$ cat src/rtl/ap_mult_err_mon.sv
// ap_mult_err_mon: error-statistics monitor for an approximate DW x DW
// unsigned multiplier. The block takes one sample per cycle, recomputes the
// exact product, and accumulates over a run of `len` samples:
//   - the error count,
//   - the sum of error distances,
//   - the maximum error distance and the operands that first produced it.
//
// Handshake: a sample transfers on a rising clk edge when in_vld & in_rdy.
// in_rdy is high only in RUN, and inputs are ignored while it is low.
// in_vld may drop at any time to leave bubbles.
module ap_mult_err_mon #(
    parameter int DW    = 8,
    parameter int CNT_W = 16
) (
    input  logic                  clk,
    input  logic                  rst,
    input  logic                  start,
    input  logic [CNT_W-1:0]      len,
    input  logic                  in_vld,
    output logic                  in_rdy,
    input  logic [DW-1:0]         muld,
    input  logic [DW-1:0]         mulr,
    input  logic [2*DW-1:0]       res,
    output logic                  busy,
    output logic                  done,
    output logic [CNT_W-1:0]      err_cnt,
    output logic [2*DW+CNT_W-1:0] sum_ed,
    output logic [2*DW-1:0]       max_ed,
    output logic [DW-1:0]         max_muld,
    output logic [DW-1:0]         max_mulr,
    output logic [1:0]            dbg_state
);

    localparam int PW = 2 * DW;
    localparam int SW = 2 * DW + CNT_W;
    localparam logic [CNT_W-1:0] CNT_ONE = CNT_W'(1);

    typedef enum logic [1:0] {
        ST_IDLE  = 2'd0,
        ST_RUN   = 2'd1,
        ST_DRAIN = 2'd2,
        ST_DONE  = 2'd3
    } state_t;

    state_t           state_q, state_d;
    logic [CNT_W-1:0] rem_q, rem_d;
    logic             drain_q, drain_d;
    logic             in_rdy_q, busy_q, done_q;
    logic             clr_stats;
    logic             xfer;

    // Stage 1: captured sample plus exact product
    logic          s1_vld_q;
    logic [DW-1:0] s1_muld_q, s1_mulr_q;
    logic [PW-1:0] s1_res_q, s1_exact_q;

    // Stage 2: absolute error distance
    logic          s2_vld_q;
    logic          s2_err_q;
    logic [PW-1:0] s2_ed_q;
    logic [DW-1:0] s2_muld_q, s2_mulr_q;
    logic [PW-1:0] ed_d;

    // Statistics
    logic [CNT_W-1:0] err_cnt_q;
    logic [SW-1:0]    sum_ed_q;
    logic [PW-1:0]    max_ed_q;
    logic [DW-1:0]    max_muld_q, max_mulr_q;

    assign xfer = in_vld & in_rdy_q;

    // Next-state logic for the run controller
    always_comb begin
        state_d   = state_q;
        rem_d     = rem_q;
        drain_d   = drain_q;
        clr_stats = 1'b0;
        case (state_q)
            ST_IDLE: begin
                if (start) begin
                    clr_stats = 1'b1;
                    if (len != '0) begin
                        state_d = ST_RUN;
                        rem_d   = len;
                    end else begin
                        state_d = ST_DONE;
                    end
                end
            end
            ST_RUN: begin
                if (xfer) begin
                    rem_d = rem_q - CNT_ONE;
                    if (rem_q == CNT_ONE) begin
                        state_d = ST_DRAIN;
                        drain_d = 1'b0;
                    end
                end
            end
            // Two cycles let the last sample travel S1 -> S2 -> statistics,
            // so the final update lands on the same edge that enters DONE.
            ST_DRAIN: begin
                if (drain_q) begin
                    state_d = ST_DONE;
                end else begin
                    drain_d = 1'b1;
                end
            end
            ST_DONE: begin
                state_d = ST_IDLE;
            end
            default: begin
                state_d = ST_IDLE;
            end
        endcase
    end

    // Run controller state and registered status outputs
    always_ff @(posedge clk or posedge rst) begin
        if (rst) begin
            state_q  <= ST_IDLE;
            rem_q    <= '0;
            drain_q  <= 1'b0;
            in_rdy_q <= 1'b0;
            busy_q   <= 1'b0;
            done_q   <= 1'b0;
        end else begin
            state_q  <= state_d;
            rem_q    <= rem_d;
            drain_q  <= drain_d;
            in_rdy_q <= (state_d == ST_RUN);
            busy_q   <= (state_d == ST_RUN) || (state_d == ST_DRAIN);
            done_q   <= (state_d == ST_DONE);
        end
    end

    // Stage 1: register the accepted sample and its exact product
    always_ff @(posedge clk or posedge rst) begin
        if (rst) begin
            s1_vld_q   <= 1'b0;
            s1_muld_q  <= '0;
            s1_mulr_q  <= '0;
            s1_res_q   <= '0;
            s1_exact_q <= '0;
        end else begin
            s1_vld_q <= xfer;
            if (xfer) begin
                s1_muld_q  <= muld;
                s1_mulr_q  <= mulr;
                s1_res_q   <= res;
                s1_exact_q <= PW'(muld) * PW'(mulr);
            end
        end
    end

    // Absolute difference, so overestimates count as errors as well
    assign ed_d = (s1_exact_q >= s1_res_q) ? (s1_exact_q - s1_res_q)
                                           : (s1_res_q - s1_exact_q);

    // Stage 2: register error distance and error flag
    always_ff @(posedge clk or posedge rst) begin
        if (rst) begin
            s2_vld_q  <= 1'b0;
            s2_err_q  <= 1'b0;
            s2_ed_q   <= '0;
            s2_muld_q <= '0;
            s2_mulr_q <= '0;
        end else begin
            s2_vld_q <= s1_vld_q;
            if (s1_vld_q) begin
                s2_err_q  <= (ed_d != '0);
                s2_ed_q   <= ed_d;
                s2_muld_q <= s1_muld_q;
                s2_mulr_q <= s1_mulr_q;
            end
        end
    end

    // Stage 3: accumulate statistics; strict compare keeps the earliest max
    always_ff @(posedge clk or posedge rst) begin
        if (rst) begin
            err_cnt_q  <= '0;
            sum_ed_q   <= '0;
            max_ed_q   <= '0;
            max_muld_q <= '0;
            max_mulr_q <= '0;
        end else if (clr_stats) begin
            err_cnt_q  <= '0;
            sum_ed_q   <= '0;
            max_ed_q   <= '0;
            max_muld_q <= '0;
            max_mulr_q <= '0;
        end else if (s2_vld_q) begin
            err_cnt_q <= err_cnt_q + CNT_W'(s2_err_q);
            sum_ed_q  <= sum_ed_q + SW'(s2_ed_q);
            if (s2_ed_q > max_ed_q) begin
                max_ed_q   <= s2_ed_q;
                max_muld_q <= s2_muld_q;
                max_mulr_q <= s2_mulr_q;
            end
        end
    end

    assign in_rdy    = in_rdy_q;
    assign busy      = busy_q;
    assign done      = done_q;
    assign err_cnt   = err_cnt_q;
    assign sum_ed    = sum_ed_q;
    assign max_ed    = max_ed_q;
    assign max_muld  = max_muld_q;
    assign max_mulr  = max_mulr_q;
    assign dbg_state = state_q;

endmodule

$ cat config.mk
export PLATFORM = sky130hd
export DESIGN_NAME = ap_mult_err_mon
export DESIGN_NICKNAME = d
export VERILOG_FILES = /design/src/rtl/ap_mult_err_mon.sv
export SDC_FILE = /design/constraint.sdc
export NUM_CORES = 1
export LEC_CHECK = 0
export ABC_AREA = 1
export CAP_MARGIN = 20
export CORE_ASPECT_RATIO = 1.25
export CORE_UTILIZATION = 50
export DETAILED_ROUTE_END_ITERATION = 16
export DONT_BUFFER_PORTS = 1
export GPL_TIMING_DRIVEN = 0
export PLACE_DENSITY_LB_ADDON = 0.3
export REMOVE_ABC_BUFFERS = 1
export SLEW_MARGIN = 30
export SYNTH_ARGS = -nofsm -noshare
export SYNTH_HDL_FRONTEND = slang
export SYNTH_SLANG_ARGS = --single-unit
$ cat constraint.sdc
create_clock -name clk -period 15.8 [get_ports clk]
set_input_delay 3.16 -clock clk [delete_from_list [all_inputs] [get_ports clk]]
set_output_delay 3.16 -clock clk [all_outputs]
set_load 0.01 [all_outputs]
Word-level counts from Yosys, hierarchy flattened

Index checks and enable logic that the tools add are counted.

Reductions and logical operators: 11
$lt $le $gt $ge: 2
Mux-type cells: 29
Bitwise operators: 1
Add/subtract/negate cells: 5
Equality and inequality tests: 11
Multipliers: 1

Operator list:

| kind                    | number |
|---|---|
| $mux W16                | 9 |
| $mux W32                | 2 |
| $mux W8                 | 6 |
| $add A32 B16 Y32        | 1 |
| $pmux W16 S2            | 1 |
| $reduce_bool A16 Y1     | 2 |
| $sub A16 B16 Y16        | 2 |
| $add A16 B1 Y16         | 1 |
| $eq A16 B1 Y1 const B   | 1 |
| $ge A16 B16 Y1          | 1 |
| $gt A16 B16 Y1          | 1 |
| $mul A8 B8 Y16          | 1 |
| $sub A16 B1 Y16 const B | 1 |
| $mux W2                 | 5 |
| $eq A2 B2 Y1 const B    | 4 |
| $ne A2 B2 Y1 const B    | 4 |
| $pmux W2 S4             | 1 |
| $reduce_bool A2 Y1      | 4 |
| $eq A2 B1 Y1 const B    | 2 |
| $mux W1                 | 4 |
| $reduce_and A4 Y1       | 1 |
| $reduce_and A3 Y1       | 1 |
| $logic_not A2 Y1        | 1 |
| $pmux W1 S2             | 1 |
| 3 further kinds         | 3 |

Bits of input ports: 52
Word-level logic and storage cells: 81
Flip-flop bits (word level): 185
Output and inout bits: 85

Logic depth before layout (Yosys ltp)

Gate-level depths: netlist of the first run.

Word-level depth: 6
Gate-level depth with buffers: 21
Gate-level depth less buffers: 20

Worst setup path before layout of the first run

OpenSTA, ideal clock, no wires.

Kind: input to register
Start point: input port mulr[7]
End point: register s1_exact_q[12]
Path slack: 8.719 ns
Stages on the path: 17
Required time: 15.670 ns
Buffers on the path: 1
Setup time: 0.130 ns
Arrival time: 6.950 ns
Path through: clkbuf_1 > nand2_1 > fa_1 > fa_1 > inv_1 > fa_1 > inv_1 > fa_1 > inv_1 > ha_1 > a21oi_1 > o21ai_0 > a21oi_1 > o21bai_1 > or2_2 > nand3_1 > o21ai_0

Cells in the longest elaborated chain, start to end: 1

RTL lines:

| element              | line | source |
|---|---|---|
| from (decl)          | 22   | `input logic [DW-1:0] mulr,` |
| $mul A8 B8 Y16       | 150  | `s1_exact_q <= PW'(muld) * PW'(mulr);` |
| to (signal assigned) | 150  |  |
| to (decl)            | 55   | `logic [PW-1:0] s1_res_q, s1_exact_q;` |

Every way passes these cells.
A chain may end at the register's enable or synchronous reset.

Final worst setup path of the first run

Start point: input port mulr[7]
End point: register s1_exact_q[13]

The elaborated chain is that of the path after synthesis.

==> results.json, run 1 <==
{
  "synth.avg_cell_area_sq_um": 7.23,
  "top_achievable_clock_speed_ghz": 0.150,
  "skew_ns": 0.0151,
  "yosys_register_bits": 185,
  "post_drt_via_cell_ratio": 5.28,
  "slew_viol_final": 0,
  "synth-main-ff-cell": "sky130_fd_sc_hd__dfrtp_1",
  "synthesis.area_sq_um": 13600,
  "cts.repair.resized": 0,
  "grt_setup_unrepaired": "false",
  "combinationalPowerShare_pct": 52.6,
  "tritoncts_num_sinks": 185,
  "crit_buf_inv": 3,
  "area_growth_syn_to_layout_pct": 6.64,
  "ctsRootBufferMaster": "sky130_fd_sc_hd__clkbuf_16",
  "timing.reg2reg.worst_path_depth": 9,
  "htreeDepth": 4,
  "place.gp.congestion": 0.921,
  "grt_util_met1_pct": 29.3,
  "power_per_cell_area_nw_per_um2": 177,
  "path_clk_slew_ns": 0.08,
  "die_h_microns": 186,
  "fp-row-count": 67,
  "yosys.area.top_type": "sky130_fd_sc_hd__dfrtp_1",
  "yosysWarnings": 0,
  "firstDrtPassIters": 5,
  "mostFrequentLayoutCell": "sky130_fd_sc_hd__nand2_1",
  "post_synth_inst_count": 1878,
  "critical_path.startpoint": "mulr[7]",
  "hp-class": "reg2reg",
  "ctsLongestPathBuffers": 2,
  "worst_path_max_delay_cell": "sky130_fd_sc_hd__fa_1",
  "whs_ns": 0.472,
  "leakage_uw": 0.00800,
  "muxShareOfSynthArea_pct": 0.0737,
  "synth_fa_ha_area_share_pct": 15.4,
  "largest_net_degree_at_the_start_of_global_routing": 89,
  "pin_count": 137,
  "ratio_of_cells_with_drive_above_1_in_the_final_layout_pct": 5.01,
  "final_net_count": 2038,
  "p_sw_uw": 1250,
  "worst-setup-path-type": "in2reg",
  "port-buffer-count": 0,
  "combinational_family_with_the_most_area_after_synthesis": "simple AND/OR/NAND/NOR gates",
  "worstPathCellList": "nand2_1, inv_1, fa_1, fa_1, fa_1, inv_1, fa_1, inv_1, ha_1, a21oi_1, o21ai_0, a31oi_1, o21bai_1, or2_2, nand3_1, o21ai_0",
  "report.final.setup_viol": 0,
  "synthArstFlopShare_pct": 100,
  "cp_top_family": "adder cells",
  "route.detailed.drc": 0,
  "first_global_vias": 11100,
  "cellInternalPower_uw": 1310,
  "min_period_ns": 6.69,
  "via_count": 11600,
  "cp_max_fo": 9,
  "post_cts_hold_buffer_count": 0,
  "yosysSeqAreaShare_pct": 34.1,
  "post_drt_wl_per_cell_microns": 14.7,
  "count_of_flip_flops_with_a_built_in_enable_after_synthesis": 0,
  "cts_setup_buffers": 0,
  "finalCritPeriodShare_pct": 42.3,
  "use_met2_pct": 42.1,
  "mostFrequentLayoutCells": "635 x sky130_fd_sc_hd__nand2_1, 299 x sky130_fd_sc_hd__inv_1, 184 x sky130_fd_sc_hd__dfrtp_1, 106 x sky130_fd_sc_hd__nor2_1, 105 x sky130_fd_sc_hd__ha_1",
  "crit_path_end": "s1_exact_q[13]",
  "filler_cell_count": 2612,
  "synth-compound-area-share_pct": 9.91,
  "grt_overflow_total": 0,
  "wirelength_mm": 32.3,
  "slew_headroom_pct": 34.6,
  "use_met3_pct": 4.00,
  "power.clock.fraction_pct": 17.1,
  "number_of_antenna_violations_at_the_first_check_in_global_routing": 1,
  "swShare_pct": 48.9,
  "required_ns": 16.13,
  "power.share.sequential_pct": 30.4,
  "start_util_pct": 50.8,
  "hpwlAfterDp_mm": 24.8,
  "clkLatencyLatePin_ns": 0.45,
  "critical_path.reg2reg.startpoint": "dbg_state[1]",
  "grt_pass1_wl_mm": 53.3,
  "drt_iter0_markers": 580,
  "status": "finished, final reports clean",
  "gr-usage-all-layers_pct": 24.0,
  "cp_common_cell": "sky130_fd_sc_hd__fa_1",
  "post_synth_and_or_nand_nor_area_fraction_pct": 28.4,
  "critical_path_depth": 16,
  "worst_ep_arrival_time_ns": 7.01,
  "cts_made_buffers": 17,
  "design.die.area_sq_um": 27800,
  "final-hold-violation-count": 0,
  "worst_r2r_endpoint": "max_muld[4]",
  "fin_setup_tns_ns": 0,
  "top_usage_layer": "met2",
  "ys_types": 56,
  "synth_xor_xnor_area_share_pct": 1.23,
  "drv_cap": 0,
  "max_slew.worst_pin.slew_ns": 0.977,
  "fp.dieW_microns": 149,
  "max_vdd_drop_v": 0.0000772,
  "portion_of_synthesized_cell_area_occupied_by_the_leading_cell_type_pct": 34.1,
  "leading_cell_types_by_total_area_after_synthesis": "sky130_fd_sc_hd__dfrtp_1 34%, sky130_fd_sc_hd__nand2_1 18%, sky130_fd_sc_hd__ha_1 9.7%",
  "crit_path_capture_type": "flop",
  "floorplan.core_area_sq_um": 26700,
  "crit_path_start_kind": "primary input",
  "tritoncts": "yes",
  "antenna_violating_nets_post_route": 0,
  "worst_path_largest_cell_delay_ns": 0.57,
  "ff2ff_setup_slack_ns": 12.40
}
area by class of cell:
class | instances | area, sq um | area share [%]
sequential | 185 | 4630 | 32.0
clock buffer | 17 | 425 | 2.94
clock inverter | 15 | 174 | 1.20
timing repair buffer | 6 | 140 | 0.968
tap | 345 | 432 | 2.98
multi-input combinational | 1322 | 7500 | 51.8
antenna | 1 | 2.50 | 0.0173
inverter | 310 | 1170 | 8.11
worst reg2reg max path, delay by kind of cell (launching register included):
| family | cells | cell delay, ns |
|---|---|---|
| buffers and inverters | 3 | 0.86 |
| DFF | 1 | 0.52 |
| and+or+nand+nor | 6 | 1.97 |
power by group through the flow:
stage / registers (uW) / logic (uW) / clock network, uW
after floorplan: 733 / 1040 / 0
after global placement: 781 / 1290 / 0
after detailed placement: 786 / 1340 / 0
after CTS: 777 / 1350 / 445
after global routing: 796 / 1560 / 464
final: 778 / 1350 / 437
cell usage after synthesis (all sizes together), types with 21 or more instances:
library cell and n:
nand3 89, a31oi 21, fa 39, buf 23, inv 308, clkbuf 38, nor3 25, dfrtp 185
nor2 115, o21ai 91, a21oi 80, nand2 648, ha 105
registers in the layout, indices dropped and copies added, names as in the netlist, 8 cells and up:
register,cells
s2_mulr_q,8
s2_ed_q,16
max_muld,8
s1_exact_q,16
sum_ed,32
s1_mulr_q,8
max_ed,16
s1_res_q,16
s2_muld_q,8
err_cnt,16
rem_q,16
max_mulr,8
s1_muld_q,8
logic make-up after synthesis:
logic type,Yosys count
multiplexers,1
adder cells (fa/ha/maj),144
AO/OA/AOI/OAI,238
XOR/XNOR,19
buffers and inverters,371
flip-flops,185
AND/OR/NAND/NOR,920
worst min-delay path by stage:
stage / slack [ns] / depth (start not counted) / start / to
6_report: 0.47 / 2 / s2_muld_q[0] / s2_muld_q[0]
3_3_place_gp: 0.45 / 2 / s2_muld_q[5] / s2_muld_q[5]
2_1_floorplan: 0.44 / 2 / s2_muld_q[0] / s2_muld_q[0]
3_5_place_dp: 0.46 / 2 / s2_muld_q[2] / s2_muld_q[2]
4_1_cts: 0.48 / 2 / s2_mulr_q[5] / s2_mulr_q[5]
5_1_grt: 0.49 / 2 / s2_mulr_q[5] / s2_mulr_q[5]
routing by layer:
layer  routed length, microns  vias up
li1                         -     5802
met1                    14000     5500
met2                    16000      268
met5                        0        -
met3                     1420       56
met4                      865        0
through the flow:
step                      area [sq um]  utilization, %  std cells  total power, uW  setup WS, ns
after global placement           13700            51.2       2162             2070          5.51
after detailed placement         13900            51.9       2168             2130          8.61
final                            14500            54.2       2201             2560          9.11
after CTS                        14500            54.1       2200             2570          9.08
after floorplan                  13300               -       1817             1770          7.61
after global routing             14500            54.2       2201             2820          8.82
(Power assumes the default switching activity.)
==> run 2: changes to the inputs <==
==> constraint.sdc (replaced) <==
create_clock -name clk -period 7 [get_ports clk]
set_input_delay 1.4 -clock clk [delete_from_list [all_inputs] [get_ports clk]]
set_output_delay 1.4 -clock clk [all_outputs]
set_load 0.01 [all_outputs]
==> results of run 2 <==
Same layout as run 1 (identical final DEF). Status: finished, final reports clean.
Among the figures that moved: setup slack after placement 8.61 ns -> 1.57 ns; setup slack after layout 9.11 ns -> 2.07 ns; register-to-register setup slack 12.40 ns -> 3.60 ns; total power 2560 uW -> 5780 uW; worst IR drop on VDD 0.0000772 V -> 0.000174 V
==> run 3: changes to the inputs <==
==> constraint.sdc (replaced) <==
create_clock -name clk -period 4.4 [get_ports clk]
set_input_delay 0.88 -clock clk [delete_from_list [all_inputs] [get_ports clk]]
set_output_delay 0.88 -clock clk [all_outputs]
set_load 0.01 [all_outputs]
==> run 3 against run 2 <==
Global-route usage rose by 0.053 points. First-iteration DRC count decreased by 0.17%. Register-to-register slack lost 2.6 ns. Non-clock buffer count up 3. Via count is essentially flat. Die area unchanged. Power grew 61%. Worst setup slack lost 1.9 ns. Clock-buffer cell count did not move. Cell count rose by 0.14%. Cell area increased by 0.60%. Critical endpoint unchanged. Largest power group unchanged.
==> results.json, run 3 (synthesized netlist as in run 1, its figures left out) <==
{
  "status": "finished, final reports clean",
  "use_met3_pct": 4.00,
  "number_of_antenna_violations_at_the_first_check_in_global_routing": 1,
  "tritoncts_num_sinks": 185,
  "final-hold-violation-count": 0,
  "first_global_vias": 11100,
  "crit_path_capture_type": "flop",
  "critical_path.startpoint": "muld[6]",
  "route.detailed.drc": 0,
  "slew_viol_final": 0,
  "grt_setup_unrepaired": "false",
  "gr-usage-all-layers_pct": 24.0,
  "design.die.area_sq_um": 27800,
  "layout.cells.non_filler": 2204,
  "post_dp_cell_area_sq_um": 13900,
  "floorplan.core_area_sq_um": 26700,
  "wirelength_mm": 32.4,
  "cp_max_fo": 9,
  "critical_path.reg2reg.startpoint": "dbg_state[1]",
  "largest_net_degree_at_the_start_of_global_routing": 89,
  "final_net_count": 2041,
  "pin_count": 137,
  "ctsLongestPathBuffers": 2,
  "mostFrequentLayoutCell": "sky130_fd_sc_hd__nand2_1",
  "start_util_pct": 50.8,
  "use_met2_pct": 42.2,
  "die_h_microns": 186,
  "register_area_sq_um": 4630,
  "hpwlAfterDp_mm": 24.8,
  "top_achievable_clock_speed_ghz": 0.238,
  "ff2ff_setup_slack_ns": 0.99,
  "max_slew.worst_pin.slew_ns": 0.981,
  "required_ns": 4.72,
  "antenna_violating_nets_post_route": 0,
  "max_vdd_drop_v": 0.000276,
  "hp-class": "in2async",
  "report.final.setup_viol": 0,
  "worst_r2r_endpoint": "max_muld[4]",
  "leakage_uw": 0.00801,
  "area_growth_syn_to_layout_pct": 7.28,
  "placed_cells": 2168,
  "flip_flop_count_of_the_largest_register_all_copies_and_words_added": 32,
  "top_usage_layer": "met2",
  "multi_input_area_sq_um": 7570,
  "slew_headroom_pct": 34.3,
  "post_cts_hold_buffer_count": 0,
  "post_drt_via_cell_ratio": 5.28,
  "grt_pass1_wl_mm": 53.4,
  "worst_ep_arrival_time_ns": 4.53,
  "min_period_ns": 4.21,
  "worst-setup-path-type": "in2reg",
  "timing.reg2reg.worst_path_depth": 9,
  "path_clk_slew_ns": 0.08,
  "drt_iter0_markers": 579,
  "firstDrtPassIters": 4,
  "grt_util_met1_pct": 29.3,
  "grt_overflow_total": 0,
  "post_drt_wl_per_cell_microns": 14.7,
  "fp.dieW_microns": 149,
  "clkLatencyLatePin_ns": 0.45,
  "drv_cap": 0,
  "ctsRootBufferMaster": "sky130_fd_sc_hd__clkbuf_16",
  "tritoncts": "yes",
  "cts_made_buffers": 17,
  "port-buffer-count": 0,
  "skew_ns": 0.0165,
  "final_design_area_no_fill_sq_um": 14600,
  "mostFrequentLayoutCells": "635 x sky130_fd_sc_hd__nand2_1, 299 x sky130_fd_sc_hd__inv_1, 184 x sky130_fd_sc_hd__dfrtp_1, 106 x sky130_fd_sc_hd__nor2_1, 102 x sky130_fd_sc_hd__ha_1",
  "fp-row-count": 67,
  "finalCritPeriodShare_pct": 95.6,
  "power_per_cell_area_nw_per_um2": 640,
  "crit_path_start_kind": "primary input",
  "htreeDepth": 4,
  "place.gp.congestion": 0.921,
  "ratio_of_cells_with_drive_above_1_in_the_final_layout_pct": 5.65,
  "via_count": 11600,
  "filler_cell_count": 2601,
  "finish.utilization_pct": 54.5
}
[run 3: changes by cell type in the layout (fill, tap and decap cells not counted), sizes merged]
cell,previous run,this run
buf,6,9
[run 3: what timing repair did]
action,in CTS,in global routing
setup endpoints to repair,1,3
setup buffers,1,2
pin swaps,0,5
gates resized for setup,0,12
[run 3: final cells by class]
cell class,instances,share of cell area (%)
antenna,1,0.0172
clock buffer,17,2.92
clock inverter,15,1.19
inverter,310,8.06
multi-input combinational,1322,51.9
sequential,185,31.8
tap,345,2.96
timing repair buffer,9,1.12
[run 3: how the worst max path moves through the flow]
stage                     end  slack [ns]  depth (start not counted)
3_3_place_gp     s1_res_q[15]       -3.61                          1
6_report       s1_exact_q[13]        0.19                         16
3_5_place_dp   s1_exact_q[13]       -0.51                         16
2_1_floorplan            busy       -1.51                          1
5_1_grt        s1_exact_q[13]        0.02                         16
4_1_cts        s1_exact_q[13]        0.04                         16
[run 3: routing by layer]
layer / part of all wire [%] / routed length [microns]
met1: 43 / 13900
met2: 50 / 16100
met3: 4.6 / 1480
met4: 2.7 / 867
met5: 0 / 0
[run 3: per-stage QoR]
stage | hold WS [ns] | power [uW] | worst slack, ns | TNS, ns
2_1_floorplan | 0.442 | 6350 | -1.51 | -279.50
3_3_place_gp | 0.454 | 7430 | -3.61 | -691.98
3_5_place_dp | 0.458 | 7640 | -0.510 | -1.77
4_1_cts | 0.202 | 9260 | 0.0392 | 0
5_1_grt | 0.211 | 10200 | 0.0247 | 0
6_report | 0.215 | 9320 | 0.195 | 0
[run 3: critical path, cell delays in order]
cell	delay (ns)
sky130_fd_sc_hd__nand2_1	0.04
sky130_fd_sc_hd__inv_1	0.05
sky130_fd_sc_hd__fa_1	0.51
sky130_fd_sc_hd__fa_1	0.53
sky130_fd_sc_hd__fa_1	0.57
sky130_fd_sc_hd__inv_1	0.06
sky130_fd_sc_hd__fa_1	0.53
sky130_fd_sc_hd__inv_1	0.07
sky130_fd_sc_hd__ha_4	0.26
sky130_fd_sc_hd__a21oi_2	0.16
sky130_fd_sc_hd__o21ai_1	0.10
sky130_fd_sc_hd__a31oi_2	0.21
sky130_fd_sc_hd__o21bai_1	0.12
sky130_fd_sc_hd__or2_2	0.29
sky130_fd_sc_hd__nand3_2	0.08
sky130_fd_sc_hd__o21ai_0	0.08
[run 3: power by group]
part	internal (uW)	switching [uW]	total, uW
logic	1820	3140	4960
registers	2180	607	2790
clock network	772	799	1570
